`config.mk`:
```
export PLATFORM = sky130hd
export DESIGN_NAME = multi_word_adder_ctrl_flat
export DESIGN_NICKNAME = d
export VERILOG_FILES = /design/src/rtl/multi_word_adder_ctrl_pkg.sv /design/src/rtl/multi_word_adder_ctrl_if.sv /design/src/rtl/multi_word_adder_ctrl_rca.sv /design/src/rtl/multi_word_adder_ctrl.sv /design/src/flat_wrapper.sv
export SDC_FILE = /design/constraint.sdc
export NUM_CORES = 1
export LEC_CHECK = 0
export CAP_MARGIN = 20
export CORE_ASPECT_RATIO = 0.6
export CORE_MARGIN = 4
export CORE_UTILIZATION = 25
export DETAILED_ROUTE_END_ITERATION = 10
export SLEW_MARGIN = 10
export SYNTH_ARGS = -nofsm -noshare
export SYNTH_HDL_FRONTEND = slang
export SYNTH_SLANG_ARGS = --single-unit
export TNS_END_PERCENT = 30
```
`constraint.sdc`:
```
create_clock -name clk -period 16.6 [get_ports clk]
set_input_delay 2.49 -clock clk [delete_from_list [all_inputs] [get_ports clk]]
set_output_delay 2.49 -clock clk [all_outputs]
set_load 0.005 [all_outputs]
```
`src/rtl/multi_word_adder_ctrl_pkg.sv`:
```
// Shared constants and types for the word-serial wide adder.
// Holds the word width, the FSM state encoding and the counter width helper.
package multi_word_adder_ctrl_pkg;

  localparam int WORD_W = 32;

  typedef enum logic [1:0] {
    IDLE = 2'd0,
    RUN  = 2'd1,
    DONE = 2'd2
  } state_e;

  function automatic int cnt_w(input int words);
    return (words > 1) ? $clog2(words) : 1;
  endfunction

endpackage

```
`src/rtl/multi_word_adder_ctrl_if.sv`:
```
// Operand/result handshake bundle for the word-serial wide adder.
// master drives operands and out_ready; slave is the sequencer.
interface multi_word_adder_ctrl_if #(
  parameter int WORDS = 4
);
  import multi_word_adder_ctrl_pkg::*;

  localparam int W = WORDS * WORD_W;

  logic         in_valid;
  logic         in_ready;
  logic         op_sub;
  logic         c_in;
  logic [W-1:0] a;
  logic [W-1:0] b;
  logic         out_valid;
  logic         out_ready;
  logic [W-1:0] result;
  logic         c_out;
  logic         overflow;

  modport master (
    output in_valid, op_sub, c_in, a, b, out_ready,
    input  in_ready, out_valid, result, c_out, overflow
  );

  modport slave (
    input  in_valid, op_sub, c_in, a, b, out_ready,
    output in_ready, out_valid, result, c_out, overflow
  );

endinterface

```
`src/rtl/multi_word_adder_ctrl_rca.sv`:
```
// 32-bit ripple carry adder shared across all words of a wide operation.
// Bit-serial carry chain, purely combinational.
module RippelCarryAdder
  import multi_word_adder_ctrl_pkg::*;
(
  input  logic [WORD_W-1:0] a_i,
  input  logic [WORD_W-1:0] b_i,
  input  logic              c_i,
  output logic [WORD_W-1:0] s_o,
  output logic              c_o
);

  logic [WORD_W:0] c;

  always_comb begin
    c    = '0;
    s_o  = '0;
    c[0] = c_i;
    for (int i = 0; i < WORD_W; i++) begin
      s_o[i]   = a_i[i] ^ b_i[i] ^ c[i];
      c[i+1]   = (a_i[i] & b_i[i]) | (c[i] & (a_i[i] ^ b_i[i]));
    end
    c_o = c[WORD_W];
  end

endmodule

```
`src/rtl/multi_word_adder_ctrl.sv`:
```
// Word-serial WORDS x 32-bit add/subtract sequencer around one shared
// ripple adder; LS word first, carry registered between words.
module multi_word_adder_ctrl
  import multi_word_adder_ctrl_pkg::*;
#(
  parameter int WORDS = 4
) (
  input  logic                   clk,
  input  logic                   rst,
  multi_word_adder_ctrl_if.slave bus
);

  localparam int W   = WORDS * WORD_W;
  localparam int CW  = cnt_w(WORDS);
  localparam int MSB = WORD_W - 1;

  localparam logic [CW-1:0] LAST = CW'(WORDS - 1);

  state_e        state_q, state_d;
  logic [CW-1:0] cnt_q, cnt_d;
  logic          carry_q, carry_d;
  logic          sub_q, sub_d;
  logic [W-1:0]  a_q, a_d;
  logic [W-1:0]  b_q, b_d;
  logic [W-1:0]  res_q, res_d;
  logic          cout_q, cout_d;
  logic          ovf_q, ovf_d;

  logic [WORD_W-1:0] a_w;
  logic [WORD_W-1:0] b_w;
  logic [WORD_W-1:0] b_eff;
  logic [WORD_W-1:0] sum;
  logic              co;

  always_comb begin
    a_w = '0;
    b_w = '0;
    for (int i = 0; i < WORDS; i++) begin
      if (cnt_q == CW'(i)) begin
        a_w = a_q[i*WORD_W +: WORD_W];
        b_w = b_q[i*WORD_W +: WORD_W];
      end
    end
    b_eff = sub_q ? ~b_w : b_w;
  end

  RippelCarryAdder u_rca (
    .a_i (a_w),
    .b_i (b_eff),
    .c_i (carry_q),
    .s_o (sum),
    .c_o (co)
  );

  always_comb begin
    state_d = state_q;
    cnt_d   = cnt_q;
    carry_d = carry_q;
    sub_d   = sub_q;
    a_d     = a_q;
    b_d     = b_q;
    res_d   = res_q;
    cout_d  = cout_q;
    ovf_d   = ovf_q;
    unique case (state_q)
      IDLE: begin
        if (bus.in_valid) begin
          a_d     = bus.a;
          b_d     = bus.b;
          sub_d   = bus.op_sub;
          // subtraction is a + ~b + 1, so the borrow-in enters inverted
          carry_d = bus.c_in ^ bus.op_sub;
          cnt_d   = '0;
          state_d = RUN;
        end
      end
      RUN: begin
        for (int i = 0; i < WORDS; i++) begin
          if (cnt_q == CW'(i)) begin
            res_d[i*WORD_W +: WORD_W] = sum;
          end
        end
        carry_d = co;
        cnt_d   = cnt_q + 1'b1;
        if (cnt_q == LAST) begin
          cout_d  = sub_q ? ~co : co;
          ovf_d   = (a_w[MSB] == b_eff[MSB]) &&
                    (sum[MSB] != a_w[MSB]);
          cnt_d   = '0;
          state_d = DONE;
        end
      end
      DONE: begin
        if (bus.out_ready) begin
          state_d = IDLE;
        end
      end
      default: state_d = IDLE;
    endcase
  end

  always_ff @(posedge clk or posedge rst) begin
    if (rst) begin
      state_q <= IDLE;
      cnt_q   <= '0;
      carry_q <= 1'b0;
      sub_q   <= 1'b0;
      a_q     <= '0;
      b_q     <= '0;
      res_q   <= '0;
      cout_q  <= 1'b0;
      ovf_q   <= 1'b0;
    end else begin
      state_q <= state_d;
      cnt_q   <= cnt_d;
      carry_q <= carry_d;
      sub_q   <= sub_d;
      a_q     <= a_d;
      b_q     <= b_d;
      res_q   <= res_d;
      cout_q  <= cout_d;
      ovf_q   <= ovf_d;
    end
  end

  assign bus.in_ready  = (state_q == IDLE);
  assign bus.out_valid = (state_q == DONE);
  assign bus.result    = res_q;
  assign bus.c_out     = cout_q;
  assign bus.overflow  = ovf_q;

endmodule

```
`src/flat_wrapper.sv`:
```
// flat-port wrapper written by rule: the top's interface ports become plain ports
module multi_word_adder_ctrl_flat import multi_word_adder_ctrl_pkg::*;
#(
  parameter int WORDS = 4
)
  (clk, rst, bus_in_valid, bus_op_sub, bus_c_in, bus_a, bus_b, bus_out_ready, bus_in_ready, bus_out_valid, bus_result, bus_c_out, bus_overflow);
  multi_word_adder_ctrl_if #(.WORDS(WORDS)) bus_i ();
  input  logic clk;
  input  logic rst;
  input wire logic [$bits(bus_i.in_valid)-1:0] bus_in_valid;
  input wire logic [$bits(bus_i.op_sub)-1:0] bus_op_sub;
  input wire logic [$bits(bus_i.c_in)-1:0] bus_c_in;
  input wire logic [$bits(bus_i.a)-1:0] bus_a;
  input wire logic [$bits(bus_i.b)-1:0] bus_b;
  input wire logic [$bits(bus_i.out_ready)-1:0] bus_out_ready;
  output wire logic [$bits(bus_i.in_ready)-1:0] bus_in_ready;
  output wire logic [$bits(bus_i.out_valid)-1:0] bus_out_valid;
  output wire logic [$bits(bus_i.result)-1:0] bus_result;
  output wire logic [$bits(bus_i.c_out)-1:0] bus_c_out;
  output wire logic [$bits(bus_i.overflow)-1:0] bus_overflow;
  assign bus_i.in_valid = bus_in_valid;
  assign bus_i.op_sub = bus_op_sub;
  assign bus_i.c_in = bus_c_in;
  assign bus_i.a = bus_a;
  assign bus_i.b = bus_b;
  assign bus_i.out_ready = bus_out_ready;
  assign bus_in_ready = bus_i.in_ready;
  assign bus_out_valid = bus_i.out_valid;
  assign bus_result = bus_i.result;
  assign bus_c_out = bus_i.c_out;
  assign bus_overflow = bus_i.overflow;
  multi_word_adder_ctrl #(.WORDS(WORDS)) u_core (.clk(clk), .rst(rst), .bus(bus_i));
endmodule
```
==> impl_metrics.toml, run 1 <==
[outcome]
status = "completed"

[place]
portBuffers = 393
pre_cts_ws_ps = 1400
routabilityCongestion = 0.776
dp_hpwl_mm = 49.1

[clocking]
cts_buffers = 42
cts_setup_buffers = 0
cts_resized = 0
cts_sinks = 392
htreeDepth = 2
cts_buffer_depth = 3
cts-hold-fix-buffers = 0
clkTransAtPathRegs_ps = 60
clock_latency_ps = 590
cts_tree = "done"
root_buffer = "clkbuf_16"

[routing]
drtAntennaViolNets = 0
vias = 14400
drt_first_iter_violations = 917
routed_wl_mm = 65.3
wl_per_cell_um = 20.0
routed_via_density = 4.42
drc_errors = 0
firstDrtPassIters = 5

[worst_setup_path]
crit_path_max_fanout = 44
crit_top_cell = "fa_1"
critPathMaxStageDelay_ps = 570
end_kind = "flop"
start_kind = "flop"
worstPathRequired_ps = 17090
critPathKind = "flop to flop"
arrival_ps = 15780
cpMaxStageDelayCell = "fa_1"

[die]
dieHeight_um = 215
design.core.area_um2 = 70200
die-area_um2 = 75600
dieWidth_um = 352
num_rows = 75
ioPinCount = 394
start_util = 0.253

[power_and_ir_drop]
fin_total_pwr_mw = 6.17
vdd_drop_max_v = 0.000253
power.density_nw_per_um2 = 259
leakage_nw = 10.9

[synthesis]
netlist_instances = 1972
yosys_warnings = 0
ys_seq_elements = 392
syn-cell-area_um2 = 17800
synth.avg_cell_area_um2 = 9.01
synth.distinct_cells = 34
synth_nets = 2271
yosysSeqAreaShare = 0.552

[global_route]
grt-ovfl-total = 0
grt_util_all_layers = 0.170
grt_pass1_vias = 14400
grt_pass1_wl_mm = 96.1
grt_max_degree = 129
antenna_found_initial = 25

[layout]
final_util = 0.339
fillerInstances = 7405
layout.nets = 2595
seq_area_um2 = 9810
layout-drive-gt1-share = 0.0567
multi_input_area_um2 = 7140
area_delta_synth_final_pct = 34.0

[min_path]
min_path_type = "flop to flop"

[run]
cap_violations = 0

[timing]
timing.final.crit_share = 0.921
fin_setup_tns_ps = 0
skew_ps = 30.7
setup_viol = 0
layout_min_cycle_time_ps = 15290
maxSlewViolCount = 0
rsz0062_at_grt = "no"
fmax_ghz = 0.0654
postLayoutSetupSlackWorst_ps = 1310
tightest_slew_ps = 1020
finalHoldViolations = 0
max-slew-margin-rel = 0.321
## cell families after synthesis
family / share of synthesized area
buffers and inverters: 0.0498
flip-flops: 0.552
XOR/XNOR: 0.0177
AND/OR/NAND/NOR: 0.217
adder cells (fa/ha/maj): 0.0396
AO/OA/AOI/OAI: 0.119
multiplexers: 0.00507
## area by class of cell
class | count | area share
Antenna cell | 12 | 0.00126
Clock buffer | 59 | 0.0506
Clock inverter | 18 | 0.00767
Inverter | 40 | 0.00662
Multi-Input combinational cell | 1404 | 0.300
Sequential cell | 392 | 0.412
Tap cell | 924 | 0.0485
Timing Repair Buffer | 416 | 0.173
## critical path, delay by kind of cell (launching register included)
family | cells | cell delay [ps]
adder cells (fa/ha/maj) | 33 | 13460
flip-flops | 1 | 480
AO/OA/AOI/OAI | 3 | 570
XOR/XNOR | 2 | 330
buffers and inverters | 3 | 360
## state kept, by name, summed over array words and instances (netlist names)
name and flops:
u_core.bus.overflow 1, u_core.b_q 128, u_core.a_q 128, u_core.cnt_q 2, u_core.state_q 2, u_core.bus.result 128
u_core.carry_q 1, u_core.sub_q 1, u_core.bus.c_out 1
## worst paths after layout
| check | startpoint | cells past startpoint | to | slack [ps] |
|---|---|---|---|---|
| min in group asynchronous | rst | 2 | u_core.bus.result[85] | 2470 |
| max | u_core.cnt_q[0] | 41 | u_core.bus.overflow | 1310 |
| min reg2reg | u_core.a_q[1] | 2 | u_core.a_q[1] | 470 |
| min | u_core.a_q[1] | 2 | u_core.a_q[1] | 470 |
| max reg2reg | u_core.cnt_q[0] | 41 | u_core.bus.overflow | 1310 |
| max in group asynchronous | rst | 4 | u_core.b_q[95] | 11680 |
## synthesized netlist by cell type
cell type / number / area share
nor2b_1: 60 / 0.021
inv_1: 40 / 0.0084
nand3_1: 2 / 0.00056
a22oi_2: 1 / 0.00070
buf_1: 12 / 0.0025
xor2_1: 32 / 0.016
xnor2_1: 4 / 0.0020
dfrtp_1: 392 / 0.55
nand2_1: 868 / 0.18
a22oi_1: 31 / 0.013
nand3b_1: 3 / 0.0013
buf_2: 53 / 0.015
buf_6: 16 / 0.010
and2_1: 1 / 0.00035
a221oi_1: 9 / 0.0044
nor2_1: 1 / 0.00021
nor3_1: 29 / 0.0082
ha_1: 5 / 0.0035
a21oi_1: 97 / 0.027
nor3b_1: 1 / 0.00042
nand2b_1: 2 / 0.00070
nand2_2: 3 / 0.0011
o21ai_1: 81 / 0.023
mux2_2: 6 / 0.0038
a211oi_2: 2 / 0.0014
o21ai_0: 108 / 0.030
a221oi_2: 20 / 0.017
buf_4: 10 / 0.0042
o221ai_1: 1 / 0.00049
clkbuf_2: 1 / 0.00028
o31ai_1: 3 / 0.0013
mux2_1: 2 / 0.0013
clkbuf_1: 44 / 0.0093
fa_1: 32 / 0.036
## layer usage
layer  vias up  global-route usage  routed length (µm)
met5         -                   0                 128
met4        20              0.0412                1330
met3        96              0.0688                5850
met2       365               0.243               27100
met1      6930               0.239               30900
li1       7018                   -                   -
## cells in the final DEF (no fill, tap or decap), types with 21 or more instances in the layout
| cell | netlist | final |
|---|---|---|
| inv_1 | 40 | 39 |
| nor2b_1 | 60 | 60 |
| a21oi_1 | 97 | 97 |
| o21ai_0 | 108 | 108 |
| fa_1 | 32 | 32 |
| nand2_1 | 868 | 866 |
| o21ai_1 | 81 | 81 |
| xor2_1 | 32 | 32 |
| buf_4 | 10 | 21 |
| dfrtp_1 | 392 | 391 |
| clkbuf_16 | 0 | 43 |
| a22oi_1 | 31 | 31 |
| clkdlybuf4s50_1 | 0 | 393 |
| nor3_1 | 29 | 29 |
## power by group
part | total [mW] | internal [mW] | switching (mW) | leakage [nW]
combinational | 3.53 | 1.24 | 2.29 | 5.33
clock | 0.957 | 0.543 | 0.414 | 0.669
sequential | 1.69 | 1.42 | 0.264 | 4.87
total | 6.17 | 3.21 | 2.97 | 10.9
## stage by stage
step	hold slack, ps	area, µm²	instances
after floorplan	438	17800	1972
after global placement	455	22400	3174
after detailed placement	456	22400	3176
after CTS	472	23800	3253
after global routing	494	23800	3258
final	466	23800	3265
Power figures use the tool's default switching activity.
==> run 2: changes to the inputs <==
--- a/config.mk
+++ b/config.mk
@@ -10,6 +10,7 @@
 export CORE_MARGIN = 4
 export CORE_UTILIZATION = 25
 export DETAILED_ROUTE_END_ITERATION = 10
+export PLACE_DENSITY = 0.47
 export SLEW_MARGIN = 10
 export SYNTH_ARGS = -nofsm -noshare
 export SYNTH_HDL_FRONTEND = slang
==> run 2 against run 1 <==
Flip-flop and latch count unchanged. Hold slack improved by 3.3 ps. Routed wire length decreased by 0.54%. Power increased by 0.13%. Clock skew decreased by 12 ps. Combinational power about the same. Critical endpoint unchanged. Highest routed layer is now met4.
==> impl_metrics.toml, run 2 (synthesized netlist as in run 1, its figures left out) <==
[outcome]
status = "completed"

[worst_setup_path]
cpMaxStageDelayCell = "fa_1"
crit_top_cell = "fa_1"
crit_path_max_fanout = 55
arrival_ps = 16010
critPathKind = "flop to flop"
critPathMaxStageDelay_ps = 570
r2r.worst_path.cells = 42
worstPathRequired_ps = 17080
r2r_start = "u_core.cnt_q[1]"
timing.rr.end = "u_core.bus.overflow"
reg2reg_setup_slack_ps = 1080
end_kind = "flop"
start_kind = "flop"

[timing]
layout_min_cycle_time_ps = 15520
finalHoldViolations = 0
skew_ps = 18.9
fin_setup_tns_ps = 0
tightest_slew_ps = 1230
rsz0062_at_grt = "no"
max-slew-margin-rel = 0.180
setup_viol = 0
maxSlewViolCount = 0
fmax_ghz = 0.0644
timing.final.crit_share = 0.935

[clocking]
cts_buffer_depth = 3
root_buffer = "clkbuf_16"
cts_setup_buffers = 0
clkTransAtPathRegs_ps = 70
cts_resized = 0
clock_latency_ps = 570
htreeDepth = 2
cts_buffers = 41
cts_tree = "done"
cts_sinks = 392
cts-hold-fix-buffers = 0

[power_and_ir_drop]
leakage_nw = 10.9
power.density_nw_per_um2 = 260
vdd_drop_max_v = 0.000152

[die]
start_util = 0.253
design.core.area_um2 = 70200
die-area_um2 = 75600
num_rows = 75
ioPinCount = 394
dieWidth_um = 352
dieHeight_um = 215

[layout]
layout.nets = 2593
fillerInstances = 7251
layout-drive-gt1-share = 0.0530
final_common_cell = "nand2_1"
seq_area_um2 = 9810
area_delta_synth_final_pct = 33.8
multi_input_area_um2 = 7140
fin_area_um2 = 23800
final_cell_mix = "nand2_1 (866), clkdlybuf4s50_1 (393), dfrtp_1 (391), o21ai_0 (108), a21oi_1 (97)"

[routing]
wl_met2_mm = 27.9
wl_per_cell_um = 20.0
drt_first_iter_violations = 978
top_layer = "met4"
vias = 14500
routed_via_density = 4.45
routed_wl_mm = 65.0
firstDrtPassIters = 5
met3_length_mm = 3.38
drc_errors = 0
wl_met1_mm = 32.5
drtAntennaViolNets = 0

[place]
placed_cell_area_um2 = 22400
routabilityCongestion = 0.825
portBuffers = 393
dp_hpwl_mm = 48.2

[global_route]
grt_pass1_vias = 15400
grt_util_all_layers = 0.170
grt_pass1_wl_mm = 97.7
grt_max_degree = 174
antenna_found_initial = 0
grt-ovfl-total = 0

[min_path]
min_path_type = "flop to flop"
min_from = "u_core.a_q[27]"
whs_path_depth = 2
hold_end = "u_core.a_q[27]"

[run]
cap_violations = 0
-- run 2: changes by cell type in the layout (fill, tap and decap cells not counted), sizes merged --
cell	change
diode	-4
buf	-1
inv	+1
clkbuf	-2
clkinvlp	-3
clkinv	-8
bufinv	+3
-- run 2: worst max path at each step --
stage	slack, ps	start	cells after the start	to
6_report	1080	u_core.cnt_q[1]	42	u_core.bus.overflow
5_1_grt	390	u_core.cnt_q[1]	42	u_core.bus.overflow
3_3_place_gp	1270	u_core.cnt_q[1]	42	u_core.bus.overflow
2_1_floorplan	2280	u_core.cnt_q[0]	44	u_core.bus.overflow
3_5_place_dp	1080	u_core.cnt_q[1]	42	u_core.bus.overflow
4_1_cts	1050	u_core.cnt_q[1]	42	u_core.bus.overflow
-- run 2: metrics by stage --
stage / total power, mW / setup slack [ps] / hold WS (ps) / utilization / cells
floorplan: 3.51 / 2280 / 438 / - / 1972
global placement: 5.25 / 1270 / 456 / 0.319 / 3175
detailed placement: 5.31 / 1080 / 459 / 0.319 / 3175
CTS: 6.32 / 1050 / 477 / 0.338 / 3243
global route: 6.70 / 388 / 494 / 0.338 / 3243
finish: 6.18 / 1080 / 470 / 0.339 / 3251
-- run 2: metal layers --
metal,global-route usage,vias to the layer above
met5,0,-
li1,-,6987
met2,0.257,361
met4,0.0385,0
met3,0.0312,75
met1,0.253,7059
-- run 2: area by class of cell --
class / count / share of cell area
Multi-Input combinational cell: 1404 / 0.300
Clock buffer: 57 / 0.0500
Antenna cell: 8 / 0.000842
Timing Repair Buffer: 415 / 0.173
Tap cell: 924 / 0.0486
Clock inverter: 11 / 0.00795
Inverter: 40 / 0.00663
Sequential cell: 392 / 0.413
-- run 2: power by group --
group / switching [mW] / total [mW] / internal (mW)
sequential: 0.270 / 1.70 / 1.43
clock: 0.400 / 0.976 / 0.576
combinational: 2.28 / 3.51 / 1.23
-- run 2: worst max-delay path: cells and delay by family, from the launching register on --
| family | cells | cell delay [ps] |
|---|---|---|
| flops | 1 | 440 |
| buf+inv | 4 | 890 |
| xor+xnor | 2 | 400 |
| compound gates | 4 | 580 |
| fa+ha+maj | 32 | 13080 |
